[src/rtl/motor_pkg.sv]
// Shared types and constants for the motor H-bridge driver.
//   state_t   : per-channel bridge FSM state
//   DUTY_W    : width of the duty command
//   CNT_W     : width of the shared PWM counter (holds 0..255 plus headroom
//               so duty values >= PWM_PERIOD compare as "always high")
//   DIR_FWD   : direction level meaning forward
//   EN_ACTIVE : enable level meaning "run" (enables are active-low)
package motor_pkg;

   typedef enum logic [1:0] {
      S_OFF  = 2'd0,
      S_DEAD = 2'd1,
      S_FWD  = 2'd2,
      S_REV  = 2'd3
   } state_t;

   localparam int   DUTY_W    = 8;
   localparam int   CNT_W     = 9;
   localparam logic DIR_FWD   = 1'b1;
   localparam logic EN_ACTIVE = 1'b0;

endpackage

[src/rtl/motor_channel.sv]
// One H-bridge channel: direction FSM with dead time, PWM gating, registered
// bridge outputs and (optionally) a soft-start duty ramp.
// Optional feature: MOTOR_SOFTSTART_EN (ramps the effective duty up from 0).
// Ports:
//   clk, reset      : clock, synchronous active-high reset
//   en_q, dir_q     : registered enable (active-low) and direction
//   duty_q          : registered duty command
//   pwm_cnt         : shared PWM frame counter
//   in1, in2        : bridge inputs (forward leg, reverse leg), registered
//   busy            : channel is in dead time, registered
module motor_channel
   import motor_pkg::*;
#(
   parameter int DEAD_CYCLES = 4,
   parameter int RAMP_CYCLES = 64
) (
   input  logic              clk,
   input  logic              reset,
   input  logic              en_q,
   input  logic              dir_q,
   input  logic [DUTY_W-1:0] duty_q,
   input  logic [CNT_W-1:0]  pwm_cnt,
   output logic              in1,
   output logic              in2,
   output logic              busy
);

   localparam logic [7:0] DEAD_LAST = 8'(DEAD_CYCLES - 1);

   state_t            state_reg, state_next;
   logic [7:0]        dead_reg, dead_next;
   logic              dir_reg, dir_next;
   logic [DUTY_W-1:0] duty_eff;
   logic              pwm;
   logic              in1_next, in2_next, busy_next;

   // Zero-extended compare: a duty at or above the period never goes low.
   assign pwm = (pwm_cnt < {1'b0, duty_eff});

`ifdef MOTOR_SOFTSTART_EN
   localparam int                RAMP_W    = (RAMP_CYCLES > 1) ? $clog2(RAMP_CYCLES) : 1;
   localparam logic [RAMP_W-1:0] RAMP_LAST = RAMP_W'(RAMP_CYCLES - 1);

   logic [RAMP_W-1:0] ramp_reg;
   logic [DUTY_W-1:0] eff_reg;
   logic              drive_now, drive_next;

   assign drive_now  = (state_reg == S_FWD) || (state_reg == S_REV);
   assign drive_next = (state_next == S_FWD) || (state_next == S_REV);

   // The ramp only advances once the channel is already driving, so the
   // first step lands RAMP_CYCLES clocks after drive starts.
   always_ff @(posedge clk) begin
      if (reset || !drive_next) begin
         eff_reg  <= '0;
         ramp_reg <= '0;
      end else if (drive_now) begin
         if (duty_q < eff_reg) begin
            eff_reg <= duty_q;
         end else if (ramp_reg == RAMP_LAST) begin
            ramp_reg <= '0;
            if (eff_reg < duty_q)
               eff_reg <= eff_reg + 1'b1;
         end else begin
            ramp_reg <= ramp_reg + 1'b1;
         end
      end
   end

   assign duty_eff = eff_reg;
`else
   assign duty_eff = duty_q;
`endif

   // State register and registered outputs
   always_ff @(posedge clk) begin
      if (reset) begin
         state_reg <= S_OFF;
         dead_reg  <= '0;
         dir_reg   <= 1'b0;
         in1       <= 1'b0;
         in2       <= 1'b0;
         busy      <= 1'b0;
      end else begin
         state_reg <= state_next;
         dead_reg  <= dead_next;
         dir_reg   <= dir_next;
         in1       <= in1_next;
         in2       <= in2_next;
         busy      <= busy_next;
      end
   end

   // Next-state logic; disable outranks any direction change.
   always_comb begin
      state_next = state_reg;
      dead_next  = dead_reg;
      dir_next   = dir_reg;
      if (en_q != EN_ACTIVE) begin
         state_next = S_OFF;
         dead_next  = '0;
      end else begin
         case (state_reg)
            S_OFF: begin
               dir_next   = dir_q;
               dead_next  = '0;
               state_next = S_DEAD;
            end
            S_DEAD: begin
               if (dir_q != dir_reg) begin
                  dir_next  = dir_q;
                  dead_next = '0;
               end else if (dead_reg == DEAD_LAST) begin
                  state_next = (dir_reg == DIR_FWD) ? S_FWD : S_REV;
               end else begin
                  dead_next = dead_reg + 8'd1;
               end
            end
            default: begin
               // S_FWD / S_REV: dir_reg holds the direction being driven.
               if (dir_q != dir_reg) begin
                  dir_next   = dir_q;
                  dead_next  = '0;
                  state_next = S_DEAD;
               end
            end
         endcase
      end
   end

   // Outputs decoded from the next state; only one leg can ever be selected.
   always_comb begin
      busy_next = (state_next == S_DEAD);
      in1_next  = (state_next == S_FWD) && pwm;
      in2_next  = (state_next == S_REV) && pwm;
   end

endmodule

[src/rtl/motor_bridge_driver.sv]
// Dual-channel H-bridge driver for the bump-and-go controller.
// Registers the motor commands once, runs the shared PWM counter and feeds
// two identical motor_channel instances (index 0 = left, 1 = right).
// Optional feature: MOTOR_SOFTSTART_EN (per-channel soft-start duty ramp).
// Ports:
//   clk, reset            : clock, synchronous active-high reset
//   len/ren               : left/right enable, active-low
//   ldir/rdir             : left/right direction, 1 = forward
//   duty                  : duty in PWM counts, shared by both channels
//   l_in1/l_in2, r_in1/r_in2 : bridge inputs (A = forward leg, B = reverse)
//   l_busy/r_busy         : channel in dead time
module motor_bridge_driver
   import motor_pkg::*;
#(
   parameter int PWM_PERIOD  = 256,
   parameter int DEAD_CYCLES = 4,
   parameter int RAMP_CYCLES = 64
) (
   input  logic              clk,
   input  logic              reset,
   input  logic              len,
   input  logic              ldir,
   input  logic              ren,
   input  logic              rdir,
   input  logic [DUTY_W-1:0] duty,
   output logic              l_in1,
   output logic              l_in2,
   output logic              r_in1,
   output logic              r_in2,
   output logic              l_busy,
   output logic              r_busy
);

   localparam logic [CNT_W-1:0] CNT_LAST = CNT_W'(PWM_PERIOD - 1);

   logic [1:0]        en_q, dir_q;
   logic [DUTY_W-1:0] duty_q;
   logic [CNT_W-1:0]  pwm_cnt;
   logic [1:0]        in1_v, in2_v, busy_v;

   // Input registers; enables park at the inactive level in reset.
   always_ff @(posedge clk) begin
      if (reset) begin
         en_q   <= {2{~EN_ACTIVE}};
         dir_q  <= '0;
         duty_q <= '0;
      end else begin
         en_q   <= {ren, len};
         dir_q  <= {rdir, ldir};
         duty_q <= duty;
      end
   end

   always_ff @(posedge clk) begin
      if (reset || pwm_cnt == CNT_LAST)
         pwm_cnt <= '0;
      else
         pwm_cnt <= pwm_cnt + 1'b1;
   end

   for (genvar gi = 0; gi < 2; gi++) begin : g_ch
      motor_channel #(
         .DEAD_CYCLES(DEAD_CYCLES),
         .RAMP_CYCLES(RAMP_CYCLES)
      ) u_ch (
         .clk    (clk),
         .reset  (reset),
         .en_q   (en_q[gi]),
         .dir_q  (dir_q[gi]),
         .duty_q (duty_q),
         .pwm_cnt(pwm_cnt),
         .in1    (in1_v[gi]),
         .in2    (in2_v[gi]),
         .busy   (busy_v[gi])
      );
   end

   assign l_in1  = in1_v[0];
   assign l_in2  = in2_v[0];
   assign l_busy = busy_v[0];
   assign r_in1  = in1_v[1];
   assign r_in2  = in2_v[1];
   assign r_busy = busy_v[1];

endmodule

[config.mk]
export PLATFORM = sky130hd
export DESIGN_NAME = motor_bridge_driver
export DESIGN_NICKNAME = d
export VERILOG_FILES = /design/src/rtl/motor_pkg.sv /design/src/rtl/motor_channel.sv /design/src/rtl/motor_bridge_driver.sv
export SDC_FILE = /design/constraint.sdc
export NUM_CORES = 1
export LEC_CHECK = 0
export ABC_AREA = 1
export BUFFER_PORTS_ARGS = -buffer_cell sky130_fd_sc_hd__buf_2
export CAP_MARGIN = 20
export CELL_PAD_IN_SITES_DETAIL_PLACEMENT = 2
export CELL_PAD_IN_SITES_GLOBAL_PLACEMENT = 2
export CORE_MARGIN = 2
export CORE_UTILIZATION = 36
export DETAILED_ROUTE_END_ITERATION = 10
export PLACE_DENSITY_LB_ADDON = 0.1
export SYNTH_ARGS = -nofsm -noshare
export SYNTH_HDL_FRONTEND = slang
export SYNTH_SLANG_ARGS = --single-unit
export TNS_END_PERCENT = 100
[constraint.sdc]
create_clock -name clk -period 4.7 [get_ports clk]
set_clock_uncertainty 0.2 [all_clocks]
set_input_delay 1.175 -clock clk [delete_from_list [all_inputs] [get_ports clk]]
set_output_delay 1.175 -clock clk [all_outputs]
set_load 0.005 [all_outputs]
==> metrics.yaml, run 1 <==
status: "finished, final reports clean"
ant_nets: 0
hold_buffers: 0
mostFrequentLayoutCells: "nand2_1, inv_1, nor2_1"
area_delta_synth_final_pct: 11.5
end_kind: "flop"
ioPinCount: 20
drt_iter0_drc: 43
p_total_uw: 751
place_congestion: 0.762
port-buffer-count: 19
relSlewSlack: 0.762
die_w_um: 85.9
setup_viol: 0
drv_cap: 0
diodes: 0
fin_nets: 394
syn_area_per_cell_sq_um: 7.02
yosysUniqueCellTypes: 24
avgRoutedWirePerCell_um: 14.5
synth_edf_count: 0
clock-root-buffer: "clkbuf_8"
powerDensity_nw_per_um2: 279
final_common_cell: "nand2_1"
die_area_sq_um: 7380
cts_tree: "yes"
worstRegToRegCells: 9
vdd_drop_max_mv: 0.125
yosysWarnings: 0
hold_path.class: "reg2reg"
seq_area_frac_synth: 0.406
ys_async_sr_fraction: 0
critPathLaunchType: "input pin"
final_hold_viol_count: 0
grt_pass1_wl_um: 11100
synthCells: 344
whs_ns: 0.278
first_pass_iters: 6
numCtsBuffers: 5
numClockSinks: 49
synth_area_sq_um: 2410
clk_pin_slew_worst_paths_ns: 0.09
post_cts_buffers: 0
required_ns: 4.74
grt.overflow.total: 0
fin_crit_sh: 0.478
critical_path_class: "in2reg"
clkPwrFrac: 0.350
wl_um: 6450
met2_usage: 0.347
htreeDepth: 2
rsz0062_at_grt: "false"
grt.met1_usage: 0.225
clockBufferDepth: 2
cp.arrival_ns: 2.29
grt_pass1_vias: 2425
cts_resized: 0
worst_pin_slew_ns: 0.356
antenna_found_initial: 0
vias: 2196
max_freq_mhz: 445
post-route-min-period_ns: 2.25
synth_nets: 369
largest_reg_flops: 16
met3_usage: 0.0500
grt_max_degree: 17
crit_path_max_fanout: 16
dieHeight_um: 85.9
p_sw_frac: 0.253
row_count: 29
insertion_delay_ns: 0.30
top_usage_layer: "met2"
hold_path_depth: 1
start_util: 0.376
hpwl_um: 5150
report.final.slew_viol_count: 0
instances_no_fill: 446
p_int_uw: 561
ys.flop_type: "dfxtp_1"
switchingPower_uw: 190
synth_seq_cells: 49
setup_tns_ns: 0
drc: 0
seqPwrFrac: 0.575
grt_usage: 0.192
power_frac_comb: 0.074
drive_gt1_frac: 0.125
design.core.area_sq_um: 6420
placed_cells: 439
vias_per_cell: 4.92
p_leak_nw: 1.22
[metrics by stage]
| stage | instance area [sq um] | util | setup slack [ns] |
|---|---|---|---|
| 4_1_cts | 2690 | 0.419 | 2.43 |
| 2_1_floorplan | 2410 | - | 2.62 |
| 3_5_place_dp | 2600 | 0.405 | 2.14 |
| 5_1_grt | 2690 | 0.419 | 2.31 |
| 3_3_place_gp | 2600 | 0.405 | 2.24 |
| 6_report | 2690 | 0.419 | 2.45 |
[power groups by stage]
stage	registers (mW)	logic, mW	clock network [mW]
finish	0.432	0.0559	0.263
global route	0.434	0.0651	0.288
CTS	0.433	0.0580	0.272
detailed placement	0.442	0.0575	0
global placement	0.442	0.0531	0
floorplan	0.440	0.0373	0
[routing by layer]
layer  vias to the layer above  routed length (um)
met4                         0                  63
met3                         5                 180
met1                      1049                2860
met2                        19                3340
met5                         -                   0
li1                       1123                   -
[critical path, stage by stage]
cell	delay, ns
buf_2	0.20
nor2_1	0.33
inv_1	0.21
a21oi_4	0.18
nand2_1	0.09
nor2_1	0.11
[synthesized netlist by cell type, types with 2 or more instances]
library cell	number	area share
nand2_1	76	0.12
inv_1	57	0.089
nor2_1	56	0.087
dfxtp_1	49	0.41
nand3_1	24	0.050
a21oi_1	22	0.046
ha_1	11	0.057
nand4_1	11	0.029
o21ai_0	8	0.017
nand2_4	5	0.023
inv_2	4	0.0062
nor2_4	4	0.019
a21oi_4	2	0.013
nand2_2	2	0.0052
nor3_1	2	0.0041
o21bai_1	2	0.0062
or2_2	2	0.0052
[cell families (layout without fill, tap and decap cells)]
kind of cell             after synthesis  after routing  synth area share
flip-flops                            49             49             0.406
adder cells (fa/ha/maj)               11             11            0.0570
buffers and inverters                 62             87            0.0964
AND/OR/NAND/NOR                      184            184             0.346
XOR/XNOR                               2              2           0.00726
AO/OA/AOI/OAI                         36             36            0.0871
[path summary, 6_finish.rpt]
kind              startpoint               end  slack (ns)
setup / recovery       reset  g_ch[0].u_ch.in2        2.45
hold reg to reg   pwm_cnt[0]        pwm_cnt[0]        0.28
setup reg to reg  pwm_cnt[0]        pwm_cnt[5]        2.69
hold / removal    pwm_cnt[0]        pwm_cnt[0]        0.28
[final cells by class]
class / count / area [sq um]
clock buffers: 6 / 82.6
clock inverters: 1 / 7.51
fillers: 797 / 3730
inverters: 61 / 229
multi-input cells: 233 / 1200
flip-flops and latches: 49 / 981
well taps: 77 / 96.3
repair buffers: 19 / 95.1
Note: power is estimated with default switching activity, not from simulation.
==> inputs of run 2 (changes only) <==
ABC_AREA = 0   (was 1)
CORE_UTILIZATION = 33   (was 36)
clock period = 1.95 ns   (was 4.7 ns; I/O delays follow)
==> run 2 against run 1 <==
  * Cell area fell by 0.98%
  * Critical path depth decreased by 1
  * Register-to-register slack lost 2.6 ns
  * Sequential power rose by 140%
  * Power rose to 2.6 times the previous value
  * Synthesized cell count shrank 31%
  * Via count is 19% lower
  * Combinational power grew 120%
  * Largest power group unchanged
==> metrics.yaml, run 2 <==
status: "finished, final reports clean"
relSlewSlack: 0.640
fin_crit_sh: 0.968
die_w_um: 85.1
place_area_sq_um: 2480
synthCells: 237
largest_reg_flops: 16
fin_nets: 303
report.final.slew_viol_count: 0
syn_area_per_cell_sq_um: 9.15
start_util: 0.341
synth_compound_area_frac: 0.113
antenna_found_initial: 0
critPathLaunchType: "flop"
grt_pass1_vias: 1931
mostFrequentLayoutCells: "dfxtp_1, nor2_1, buf_4"
insertion_delay_ns: 0.31
vdd_drop_max_mv: 0.492
grt_pass1_wl_um: 9350
grt_max_degree: 15
drc: 0
ys_top_cells_by_area: "dfxtp_1, ha_1, nor2_1"
avgRoutedWirePerCell_um: 14.7
cpLargestDelayFamily: "simple AND/OR/NAND/NOR gates"
crit_path_max_incr_delay_ns: 0.50
setup_viol: 0
synthAdderAreaFrac: 0.0635
row_count: 29
synth_area_sq_um: 2170
first_pass_iters: 4
synth_edf_count: 0
end_kind: "flop"
synth_common_cells: "dfxtp_1, nor2_1, inv_1, nor2b_1, xnor2_1"
post-route-min-period_ns: 1.89
yosys.area_share.simple: 0.245
crit_chain: "ha_4 -> or4b_4 -> or2_4 -> o31ai_4 -> nor3b_2"
yosysWarnings: 0
placed_cells: 347
setup_tns_ns: 0
vias_per_cell: 4.98
ant_nets: 0
synth.area.mux_share: 0.0144
cp.arrival_ns: 1.94
fin_area_sq_um: 2670
die_area_sq_um: 7240
design.core.area_sq_um: 6350
clockBufferDepth: 2
drive_gt1_frac: 0.237
seq_area_frac_synth: 0.452
whs_ns: 0.154
drt_iter0_drc: 38
synth_nets: 262
drv_cap: 0
cts_tree: "yes"
fillers: 688
slowest_stage: "or4b_4"
synth_seq_cells: 49
worst_pin_slew_ns: 0.526
final_hold_viol_count: 0
ys.flop_type: "dfxtp_1"
instances_no_fill: 356
wl_um: 5230
htreeDepth: 2
area_delta_synth_final_pct: 22.9
ioPinCount: 20
crit_path_max_fanout: 3
place_congestion: 0.708
vias: 1772
max_freq_mhz: 530
synth_top_area_cell: "dfxtp_1"
grt_usage: 0.165
powerDensity_nw_per_um2: 726
hold_path.class: "in2reg"
dieHeight_um: 85.1
diodes: 0
numCtsBuffers: 5
numClockSinks: 49
synth_top_family_by_area: "simple AND/OR/NAND/NOR gates"
p_leak_nw: 1.08
synthXorXnorAreaFrac: 0.0687
synth_top_area_frac: 0.452
required_ns: 2.00
critPathBufInv: 0
critical_path_class: "reg2reg"
final_common_cell: "dfxtp_1"
grt.overflow.total: 0
synth_most_common_cell: "dfxtp_1"
clock-root-buffer: "clkbuf_8"
yosysUniqueCellTypes: 44
ys_async_sr_fraction: 0
hpwl_um: 3940
clk_pin_slew_worst_paths_ns: 0.09
port-buffer-count: 19
-- run 2: cell types whose count changed after synthesis, moves of 5 or more --
cell / before / now
a211oi_1: 0 / 5
a21oi_1: 22 / 7
and3_1: 0 / 5
clkbuf_1: 1 / 6
inv_1: 57 / 16
nand2_1: 76 / 8
nand2_4: 5 / 0
nand3_1: 24 / 12
nand4_1: 11 / 1
nor2_1: 56 / 34
nor2b_1: 0 / 13
o21ai_0: 8 / 3
xnor2_1: 1 / 13
-- run 2: final cells by class --
class / instances / area [sq um] / area share
clock buffers: 7 / 86.3 / 0.0324
clock inverters: 1 / 30.0 / 0.0113
flip-flops and latches: 49 / 983 / 0.369
inverters: 16 / 60.1 / 0.0225
repair buffers: 41 / 260 / 0.0977
well taps: 77 / 96.3 / 0.0362
multi-input cells: 165 / 1150 / 0.431
-- run 2: path summary, 6_finish.rpt --
path | startpoint | end | slack, ns | cells after the start
max | g_ch[1].u_ch.dead_reg[0] | g_ch[1].u_ch.in1 | 0.06 | 5
min | len | en_q[0] | 0.15 | 2
max reg2reg | g_ch[1].u_ch.dead_reg[0] | g_ch[1].u_ch.in1 | 0.06 | 5
min reg2reg | pwm_cnt[0] | pwm_cnt[0] | 0.26 | 1
-- run 2: metrics by stage --
stage	utilization	setup slack (ns)	total power, mW
after floorplan	-	0.0136	1.13
after global placement	0.391	0.00163	1.18
after detailed placement	0.391	-0.0804	1.19
after CTS	0.412	0.0154	1.97
after global routing	0.420	-0.0185	2.02
final	0.420	0.0623	1.93
-- run 2: logic make-up after synthesis --
| group | after synthesis |
|---|---|
| flops | 49 |
| fa+ha+maj | 11 |
| compound gates | 35 |
| simple gates | 99 |
| xor+xnor | 17 |
| buf+inv | 23 |
| mux | 3 |
-- run 2: where the power goes --
part           internal (mW)  switching [mW]
Combinational         0.0601          0.0639
Sequential              1.02          0.0166
Clock                  0.419           0.352
Total                   1.50           0.432
-- run 2: routing by layer --
| layer | track usage | part of all wire | vias up |
|---|---|---|---|
| met5 | 0 | 0 | - |
| met4 | 0.0736 | 0.020 | 0 |
| met3 | 0.0350 | 0.026 | 6 |
| met2 | 0.283 | 0.51 | 18 |
| met1 | 0.198 | 0.44 | 860 |
| li1 | - | - | 888 |
-- run 2: worst reg2reg max path: stages (launching register included) --
cell and delay, ns:
dfxtp_2 0.36, ha_4 0.13, or4b_4 0.50, or2_4 0.30, o31ai_4 0.17, nor3b_2 0.18
-- run 2: what timing repair did --
action	4_1_cts	5_1_grt
pin swaps	2	4
gates cloned	0	0
setup endpoints to repair	7	12
buffers inserted	0	1
gates resized for setup	4	10
hold buffers	0	0
